File: config.mk
export PLATFORM = sky130hd
export DESIGN_NAME = blk_3c5e6f
export DESIGN_NICKNAME = d
export VERILOG_FILES = /design/src/rtl/blk_3c5e6f.sv
export SDC_FILE = /design/constraint.sdc
export NUM_CORES = 1
export LEC_CHECK = 0
export ABC_AREA = 1
export CAP_MARGIN = 20
export CORE_ASPECT_RATIO = 0.7
export CORE_UTILIZATION = 40
export CTS_CLUSTER_SIZE = 20
export DETAILED_ROUTE_END_ITERATION = 8
export GPL_TIMING_DRIVEN = 0
export PLACE_DENSITY_LB_ADDON = 0.05
export SLEW_MARGIN = 0
export SYNTH_ARGS = -nofsm -noshare
export SYNTH_HDL_FRONTEND = slang
export SYNTH_SLANG_ARGS = --single-unit
File: constraint.sdc
create_clock -name bist_clk -period 2.4 [get_ports bist_clk]
set_clock_uncertainty 0.05 [all_clocks]
set_input_delay 0.48 -clock bist_clk [delete_from_list [all_inputs] [get_ports bist_clk]]
set_output_delay 0.48 -clock bist_clk [all_outputs]
set_load 0.05 [all_outputs]
File: src/rtl/blk_3c5e6f.sv
// BCAM MBIST compare response handler: aligns the expected result with the array
// match vector, classifies each compare and keeps sticky/count/first-fail status.
module blk_3c5e6f #(
  parameter int RF_ENTRIES = 192,
  parameter int CM_LATENCY = 1,
  parameter int FAIL_CNT_W = 8,
  localparam int ENTRY_AW = $clog2(RF_ENTRIES)
) (
  input  logic                  bist_clk,
  input  logic                  bist_rst,
  input  logic                  BIST_CM_MODE_RF_IN,
  input  logic                  BIST_CM_EN_RF_IN,
  input  logic                  BIST_EXP_HIT_RF_IN,
  input  logic [ENTRY_AW-1:0]   BIST_EXP_ADDR_RF_IN,
  input  logic                  BIST_CLR_RF_IN,
  input  logic [RF_ENTRIES-1:0] CM_MATCH_RF_IN,
  output logic                  BIST_CM_RESULT_VALID_RF_OUT,
  output logic                  BIST_CM_PASS_RF_OUT,
  output logic                  BIST_CM_FAIL_RF_OUT,
  output logic [2:0]            BIST_CM_FAIL_CODE_RF_OUT,
  output logic                  BIST_CM_STICKY_FAIL_RF_OUT,
  output logic [FAIL_CNT_W-1:0] BIST_CM_FAIL_CNT_RF_OUT,
  output logic [ENTRY_AW-1:0]   BIST_CM_FIRST_FAIL_ADDR_RF_OUT,
  output logic [2:0]            BIST_CM_FIRST_FAIL_CODE_RF_OUT
);

  localparam logic [2:0] CODE_PASS      = 3'b000;
  localparam logic [2:0] CODE_MISS      = 3'b001;
  localparam logic [2:0] CODE_WRONG     = 3'b010;
  localparam logic [2:0] CODE_MULTI     = 3'b011;
  localparam logic [2:0] CODE_FALSE_HIT = 3'b100;

  localparam logic [ENTRY_AW:0] ENTRY_LIMIT = (ENTRY_AW+1)'(RF_ENTRIES);

  typedef enum logic [1:0] {
    ST_IDLE = 2'd0,
    ST_RUN  = 2'd1,
    ST_FAIL = 2'd2
  } state_t;

  state_t state;

  logic                accept;
  logic [CM_LATENCY-1:0] pipe_vld;
  logic                pipe_hit  [CM_LATENCY];
  logic [ENTRY_AW-1:0] pipe_addr [CM_LATENCY];
  logic                pipe_empty;

  logic                cls_vld;
  logic                cls_hit;
  logic [ENTRY_AW-1:0] cls_addr;
  logic                addr_ok;
  logic                addr_bit;
  logic                any_set;
  logic [RF_ENTRIES-1:0] exp_vec;
  logic [2:0]          cls_code;
  logic                res_fail;

  logic [FAIL_CNT_W-1:0] cnt_base;
  logic [FAIL_CNT_W-1:0] cnt_next;

  assign accept     = BIST_CM_EN_RF_IN & BIST_CM_MODE_RF_IN;
  assign pipe_empty = ~|pipe_vld;

  // Expected-result shift pipe, matching the array's compare latency.
  always_ff @(posedge bist_clk) begin
    if (bist_rst) begin
      for (int i = 0; i < CM_LATENCY; i++) begin
        pipe_vld[i]  <= 1'b0;
        pipe_hit[i]  <= 1'b0;
        pipe_addr[i] <= '0;
      end
    end else begin
      pipe_vld[0]  <= accept;
      pipe_hit[0]  <= BIST_EXP_HIT_RF_IN;
      pipe_addr[0] <= BIST_EXP_ADDR_RF_IN;
      for (int i = 1; i < CM_LATENCY; i++) begin
        pipe_vld[i]  <= pipe_vld[i-1];
        pipe_hit[i]  <= pipe_hit[i-1];
        pipe_addr[i] <= pipe_addr[i-1];
      end
    end
  end

  assign cls_vld  = pipe_vld[CM_LATENCY-1];
  assign cls_hit  = pipe_hit[CM_LATENCY-1];
  assign cls_addr = pipe_addr[CM_LATENCY-1];
  assign addr_ok  = {1'b0, cls_addr} < ENTRY_LIMIT;
  assign any_set  = |CM_MATCH_RF_IN;

  // Out-of-range expected addresses yield an all-zero onehot and a zero match bit.
  always_comb begin
    exp_vec  = '0;
    addr_bit = 1'b0;
    if (addr_ok) begin
      addr_bit = CM_MATCH_RF_IN[cls_addr];
      if (cls_hit) begin
        exp_vec[cls_addr] = 1'b1;
      end
    end
  end

  always_comb begin
    cls_code = CODE_PASS;
    if (cls_hit) begin
      if (!any_set) begin
        cls_code = CODE_MISS;
      end else if (CM_MATCH_RF_IN == exp_vec) begin
        cls_code = CODE_PASS;
      end else if (!addr_bit) begin
        cls_code = CODE_WRONG;
      end else begin
        cls_code = CODE_MULTI;
      end
    end else if (any_set) begin
      cls_code = CODE_FALSE_HIT;
    end
  end

  assign res_fail = cls_vld && (cls_code != CODE_PASS);
  assign cnt_base = BIST_CLR_RF_IN ? '0 : BIST_CM_FAIL_CNT_RF_OUT;
  assign cnt_next = (cnt_base == '1) ? cnt_base : cnt_base + 1'b1;

  // Control FSM plus registered strobes and status; a clear lands before a coincident fail.
  always_ff @(posedge bist_clk) begin
    if (bist_rst) begin
      state                          <= ST_IDLE;
      BIST_CM_RESULT_VALID_RF_OUT    <= 1'b0;
      BIST_CM_PASS_RF_OUT            <= 1'b0;
      BIST_CM_FAIL_RF_OUT            <= 1'b0;
      BIST_CM_FAIL_CODE_RF_OUT       <= '0;
      BIST_CM_STICKY_FAIL_RF_OUT     <= 1'b0;
      BIST_CM_FAIL_CNT_RF_OUT        <= '0;
      BIST_CM_FIRST_FAIL_ADDR_RF_OUT <= '0;
      BIST_CM_FIRST_FAIL_CODE_RF_OUT <= '0;
    end else begin
      BIST_CM_RESULT_VALID_RF_OUT <= cls_vld;
      BIST_CM_PASS_RF_OUT         <= cls_vld && (cls_code == CODE_PASS);
      BIST_CM_FAIL_RF_OUT         <= res_fail;
      BIST_CM_FAIL_CODE_RF_OUT    <= cls_vld ? cls_code : CODE_PASS;

      case (state)
        ST_IDLE: begin
          if (BIST_CM_MODE_RF_IN) begin
            state <= ST_RUN;
          end
        end
        default: begin
          if (BIST_CLR_RF_IN) begin
            BIST_CM_STICKY_FAIL_RF_OUT     <= 1'b0;
            BIST_CM_FAIL_CNT_RF_OUT        <= '0;
            BIST_CM_FIRST_FAIL_ADDR_RF_OUT <= '0;
            BIST_CM_FIRST_FAIL_CODE_RF_OUT <= '0;
          end
          if (res_fail) begin
            BIST_CM_STICKY_FAIL_RF_OUT <= 1'b1;
            BIST_CM_FAIL_CNT_RF_OUT    <= cnt_next;
            if (BIST_CLR_RF_IN || !BIST_CM_STICKY_FAIL_RF_OUT) begin
              BIST_CM_FIRST_FAIL_ADDR_RF_OUT <= cls_addr;
              BIST_CM_FIRST_FAIL_CODE_RF_OUT <= cls_code;
            end
            state <= ST_FAIL;
          end else if (!BIST_CM_MODE_RF_IN && pipe_empty) begin
            state <= ST_IDLE;
          end else if (BIST_CLR_RF_IN) begin
            state <= ST_RUN;
          end
        end
      endcase
    end
  end

endmodule

Word level (Yosys, flattened, before mapping). Memory sizes are Yosys's and may differ from the RTL's. Cells that the tools add are included.

Bits in registers: 29. RAM bits: 9. Bits of input ports: 206. Output and inout port bits: 26. Logic and storage cells: 76. Memories: 2.

Add/sub/neg operators: 1. $lt $le $gt $ge: 3. Equality and inequality tests: 3. Multiplexer cells: 35. Bitwise operators: 3. Reductions and logical operators: 19.

Memory list: pipe_addr (depth 1, width 8, rd ports 1, clocked after Yosys merged registers in 0, write ports 1, line 46) `logic [ENTRY_AW-1:0] pipe_addr [CM_LATENCY];`; pipe_hit (depth 1, width 1, rd ports 1, clocked after Yosys merged registers in 0, write ports 1, line 45) `logic pipe_hit [CM_LATENCY];`.

Operators by type and width (number): $mux W192 (2); $eq A192 B192 Y1 (1); $reduce_or A192 Y1 (1); $mux W8 (7); $mux W3 (5); $mux W2 (7); $mux W1 (12); $lt A8 B9 Y1 const B (1); $add A8 B1 Y8 const B (1); $bmux W1 S8 (1); $demux W1 S8 (1); $eq A8 B8 Y1 const B (1); $ge A8 B1 Y1 const B (1); $lt A8 B8 Y1 const B (1); $reduce_or A8 Y1 (1); $logic_and A1 B1 Y1 (4); $reduce_and A2 Y1 (2); $reduce_bool A4 Y1 (1); $logic_not A1 Y1 (3); $logic_not A3 Y1 (1); $reduce_bool A3 Y1 (1); $logic_not A2 Y1 (1); $ne A2 B2 Y1 const B (1); $not A1 Y1 (2); other kinds (5) (5).

Depth between registers and ports, before layout. An unclocked memory read counts as a cell.

Depth after elaboration: 15. Mapped depth: 23. Mapped depth without buffers: 22.

Worst setup path after synthesis. Ideal clock, no wire load.

Path type: flip-flop to flip-flop. From: memory pipe_addr[0][1] in the netlist's numbering. To: register BIST_CM_FIRST_FAIL_ADDR_RF_OUT[5]. Library setup time: 0.064 ns. Arrival time: 2.541 ns. Data required time: 2.286 ns. Path slack: -0.255 ns. Cell stages (with the launch flop): 21. Path buffers: 3. Period minus slack after synthesis: 2.655 ns. Path through: dfxtp_1 -> buf_4 -> nor2_2 -> nand2_1 -> nor2_1 -> buf_2 -> nand2_1 -> xor2_1 -> nand2_1 -> nor2_1 -> nand2_1 -> nor2_1 -> nand2_1 -> nor2_1 -> nand3_2 -> nand2_2 -> buf_6 -> nand3_1 -> nand2_1 -> nor2_1 -> nor2_1.

Word-level cells in the longest chain between the ends: 14. Elaborated cells on any way between the ends: 20. Those cells by class: 3 x order compare; 1 x eq/ne; 12 x mux; 3 x reduce/logical; 1 x memory.

RTL lines: from (decl) (line 46); $mem_v2 Z1 W8 *; $lt A8 B9 Y1 (not written as such) or $ge A8 B1 Y1 (tied branches) (line 98) `exp_vec[cls_addr] = 1'b1;`; $logic_and A1 B1 Y1 (not written as such) (line 98); $mux W1 (not written as such) (line 98); $demux W1 S8 (line 98); $mux W192 (line 97) `if (cls_hit) begin`; $mux W192 (line 95) `if (addr_ok) begin`; $eq A192 B192 Y1 (line 108) `end else if (CM_MATCH_RF_IN == exp_vec) begin`; $mux W2 * (line 108); $mux W2 * (line 106) `if (!any_set) begin`; $mux W3 * (line 105) `if (cls_hit) begin`; $reduce_bool A3 Y1 * (line 120) `assign res_fail = cls_vld && (cls_code != CODE_PASS);`; $logic_and A1 B1 Y1 * (line 120); $mux W8 * (line 155) `if (res_fail) begin`; to (signal assigned) (line 159) `BIST_CM_FIRST_FAIL_ADDR_RF_OUT <= cls_addr;`; to (decl) (line 23) `output logic [ENTRY_AW-1:0] BIST_CM_FIRST_FAIL_ADDR_RF_OUT,`.

Every way passes the cells marked *; elsewhere a longest branch is shown, timed or not. The select of a mux whose other input is x is not followed. A chain may end at the register's enable or synchronous reset.

Worst setup path after layout.
From: memory pipe_addr[0][7] in the netlist's numbering. To: register BIST_CM_FIRST_FAIL_ADDR_RF_OUT[7].

Word-level cells in the longest chain between the ends: 14. Elaborated cells on any way between the ends: 21. Those cells by class: 3 x order compare; 1 x eq/ne; 13 x mux; 3 x reduce/logical; 1 x memory.

RTL lines (line): $mem_v2 Z1 W8 *; $lt A8 B9 Y1 (not written as such) or $ge A8 B1 Y1 (tied branches) (98); $logic_and A1 B1 Y1 (not written as such) (98); $mux W1 (not written as such) (98); $demux W1 S8 (98); $mux W192 (97); $mux W192 (95); $eq A192 B192 Y1 (108); $mux W2 (108); $mux W2 (106); $mux W3 (105); $reduce_bool A3 Y1 (120); $logic_and A1 B1 Y1 (120); $mux W8 * (155).

Marked as above.

==> impl_metrics.ini <==
[global_route]
gr-total-overflow = 0
antenna_found_initial = 1
grt_pass1_vias = 13364
grt_pass1_wl_mm = 79.6
grt_usage_pct = 45.8
grt_max_degree = 12

[sta]
rsz0062_at_grt = true
relSlewSlack_pct = 37.2
final-hold-violation-count = 0
fin_ws_ps = -681
worst_pin_slew_ps = 942
fin_crit_sh_pct = 128
setup_viol = 26
finalCriticalPeriod_ps = 3080
fmax_mhz = 325
slew_viol_final = 0

[power]
leakage_uw = 0.00635
power_density_nw_per_um2 = 245
ir_worst_vdd_mv = 0.269
power_uw = 3380

[cts]
cts_hold_buf = 0
clkTransAtPathRegs_ps = 60
numCtsBuffers = 5
cts_tree = yes
htreeDepth = 2
cts_root_buffer = clkbuf_16
clock_latency_ps = 290
cts.sinks = 38
clockBufferDepth = 2

[logic_synthesis]
ys_seq_elements = 38
synth_largest_area_cell = nand2_1
async_flop_share_pct = 0
synth.area.top_cells = nand2_1 30%, nor2_1 13%, nand3_1 12%
syn-cell-area_um2 = 8970
ys.flop_type = dfxtp_1
synthCells = 1922
synth_edf_count = 0
ys_types = 29
ys_seq_area_share_pct = 8.48
yosys_warnings = 0
synth_top_area_share_pct = 29.8
syn_nets = 2129
avgSynthCellArea_um2 = 4.67

[job]
drv_cap = 0

[floorplanning]
rows = 45
die_w_um = 181
dieArea_um2 = 23100
num_io_pins = 232
coreArea_um2 = 21800
start_util_pct = 41.1
die_y_um = 127

[hold_path]
hp-class = reg2reg

[drt]
avgRoutedWirePerCell_um = 21.8
antenna_left = 0
routed_wl_mm = 55.2
num_vias = 15136
drt_iter0_markers = 2381
drt_first_pass_iters = 6
drcViolationCount = 0
vias_per_cell = 5.98

[worst_setup_path]
cp_top_family = simple AND/OR/NAND/NOR gates
max_stage_delay_ps = 400
start_kind = flop
path_class = reg2reg
crit_arrival_ps = 3260
timing.critical_path.buf_inv = 3
cp_cell_sequence = inv_2 -> nand2_2 -> nor2_2 -> clkbuf_2 -> nand3_1 -> nand2_1 -> nor2_1 -> nand2_1 -> nor2_1 -> nand2_1 -> nor2_2 -> nand2_2 -> nor2_4 -> nand3_4 -> nand2_8 -> buf_12 -> nand3_2 -> nand2_1 -> nor2_1 -> nor2_1
crit_required_ps = 2580
cp_max_fo = 10
cpMaxStageDelayCell = dfxtp_4
cp-end-kind = flop

[place]
dp_hpwl_mm = 39.5
port_buffers = 229
place.gp.congestion = 1.04
dp.cells = 2433

[layout]
fin_nets = 2456
fin_cells = 2532
syn_to_final_growth_pct = 54.0
fillers = 2121
drive_above_1_share_pct = 15.3

[run_status]
status = finished, violations left
failed_checks = setup timing
## worst register-to-register path, cell delays in order, from the launching register on
cell and delay [ps]:
dfxtp_4 400, inv_2 100, nand2_2 260, nor2_2 150, clkbuf_2 240, nand3_1 110, nand2_1 50, nor2_1 130
nand2_1 110, nor2_1 170, nand2_1 90, nor2_2 130, nand2_2 90, nor2_4 150, nand3_4 150, nand2_8 190
buf_12 160, nand3_2 70, nand2_1 70, nor2_1 40, nor2_1 100
## area by class of cell
class	count	area, um2	area share [%]
multi-input cells	1588	7760	56.2
inverters	209	826	5.98
well taps	282	353	2.55
repair buffers	322	3180	23.0
clock buffers	6	139	1.00
clock inverters	1	30.0	0.217
plain buffers	85	741	5.36
flip-flops and latches	38	790	5.71
diodes	1	2.50	0.0181
## final timing paths
| check | startpoint | to | slack (ps) | depth (start not counted) |
|---|---|---|---|---|
| hold reg to reg | BIST_CM_FAIL_CNT_RF_OUT[2]$_SDFFE_PP0N_ | BIST_CM_FAIL_CNT_RF_OUT[2]$_SDFFE_PP0N_ | 450 | 2 |
| setup reg to reg | pipe_addr[0][7]$_SDFF_PP0_ | BIST_CM_FIRST_FAIL_ADDR_RF_OUT[7]$_SDFFE_PP0N_ | -680 | 20 |
| hold / removal | BIST_CM_FAIL_CNT_RF_OUT[2]$_SDFFE_PP0N_ | BIST_CM_FAIL_CNT_RF_OUT[2]$_SDFFE_PP0N_ | 450 | 2 |
| setup / recovery | pipe_addr[0][7]$_SDFF_PP0_ | BIST_CM_FIRST_FAIL_ADDR_RF_OUT[7]$_SDFFE_PP0N_ | -680 | 20 |
## kinds of logic (layout without fill, tap and decap cells)
logic type / after synthesis / count (layout) / share of synthesized area [%]
flip-flops: 38 / 38 / 8.48
adder cells (fa/ha/maj): 1 / 1 / 0.139
XOR/XNOR: 17 / 17 / 1.66
other: 0 / 1 / 0
AND/OR/NAND/NOR: 1396 / 1396 / 66.7
buffers and inverters: 296 / 623 / 13.2
AO/OA/AOI/OAI: 174 / 174 / 9.76
## power breakdown
| group | internal [uW] | switching (uW) | leakage (uW) | total, uW |
|---|---|---|---|---|
| Clock | 513 | 278 | 0.0000829 | 791 |
| Combinational | 739 | 1140 | 0.00595 | 1880 |
| Sequential | 661 | 47.7 | 0.000316 | 709 |
## cell usage after synthesis (5+ instances only)
cell / instances
a21oi_1: 32
buf_1: 13
buf_2: 23
buf_4: 11
clkbuf_1: 39
dfxtp_1: 38
inv_1: 200
inv_2: 6
nand2_1: 713
nand2_2: 7
nand3_1: 217
nand3b_1: 37
nand4_1: 53
nor2_1: 303
nor2_2: 11
nor2_4: 5
nor3_1: 5
nor4_1: 40
o21ai_0: 138
xor2_1: 15
## per-layer routing
layer  wire length, um  track usage (%)
met1             21700             62.5
met2             20500             62.8
met3              9450             15.2
met4              3450             24.6
met5                13                0
## layout by cell type (no fill, tap or decap), types with 5 or more instances in the layout
master           count
nand3_1            207
dfxtp_1             29
buf_8                9
nor4_1              33
buf_6               15
nor4_2               7
nand2_8              5
inv_2                8
dfxtp_4              7
a21oi_2              6
nand4_1             53
nand2_2             34
nand2_1            661
nand3b_1            37
buf_4               80
xor2_1              15
clkbuf_2            12
inv_4                6
buf_2               16
o21ai_1              8
clkbuf_16            8
inv_1              189
clkbuf_4             5
nand2_4             20
buf_12              18
a21oi_1             26
nor2_4              44
nor3_1               5
nor2_1             259
clkbuf_1            16
clkdlybuf4s50_1    229
nor2_2              16
nand3_2              9
o21ai_0            132
## state kept, by name, indices dropped and copies added, names as in the netlist
register                        cells
BIST_CM_FAIL_CNT_RF_OUT             8
BIST_CM_FAIL_CODE_RF_OUT            3
BIST_CM_FAIL_RF_OUT                 1
BIST_CM_FIRST_FAIL_ADDR_RF_OUT      8
BIST_CM_FIRST_FAIL_CODE_RF_OUT      3
BIST_CM_PASS_RF_OUT                 1
BIST_CM_RESULT_VALID_RF_OUT         1
BIST_CM_STICKY_FAIL_RF_OUT          1
cls_vld                             1
pipe_addr                           8
pipe_hit                            1
state                               2
## metrics by stage
stage               setup slack [ps]  cell area, um2  util (%)  TNS [ps]  hold slack [ps]
floorplan                      0.838            9120         -         0              437
global placement               -1400           11800      53.8    -33780              423
detailed placement             -1360           11800      53.8    -32800              427
CTS                             -476           13400      61.2    -10660              438
global route                    -816           13800      63.2    -18460              462
finish                          -681           13800      63.3    -15510              450
## timing repair
item / in CTS / in global routing
pin swaps: 47 / 52
setup endpoints to repair: 27 / 27
gates resized for setup: 249 / 73
setup buffers: 71 / 19
gates cloned: 1 / 2
endpoints found under the hold margin: 0 / 0
Power figures use the tool's default switching activity.
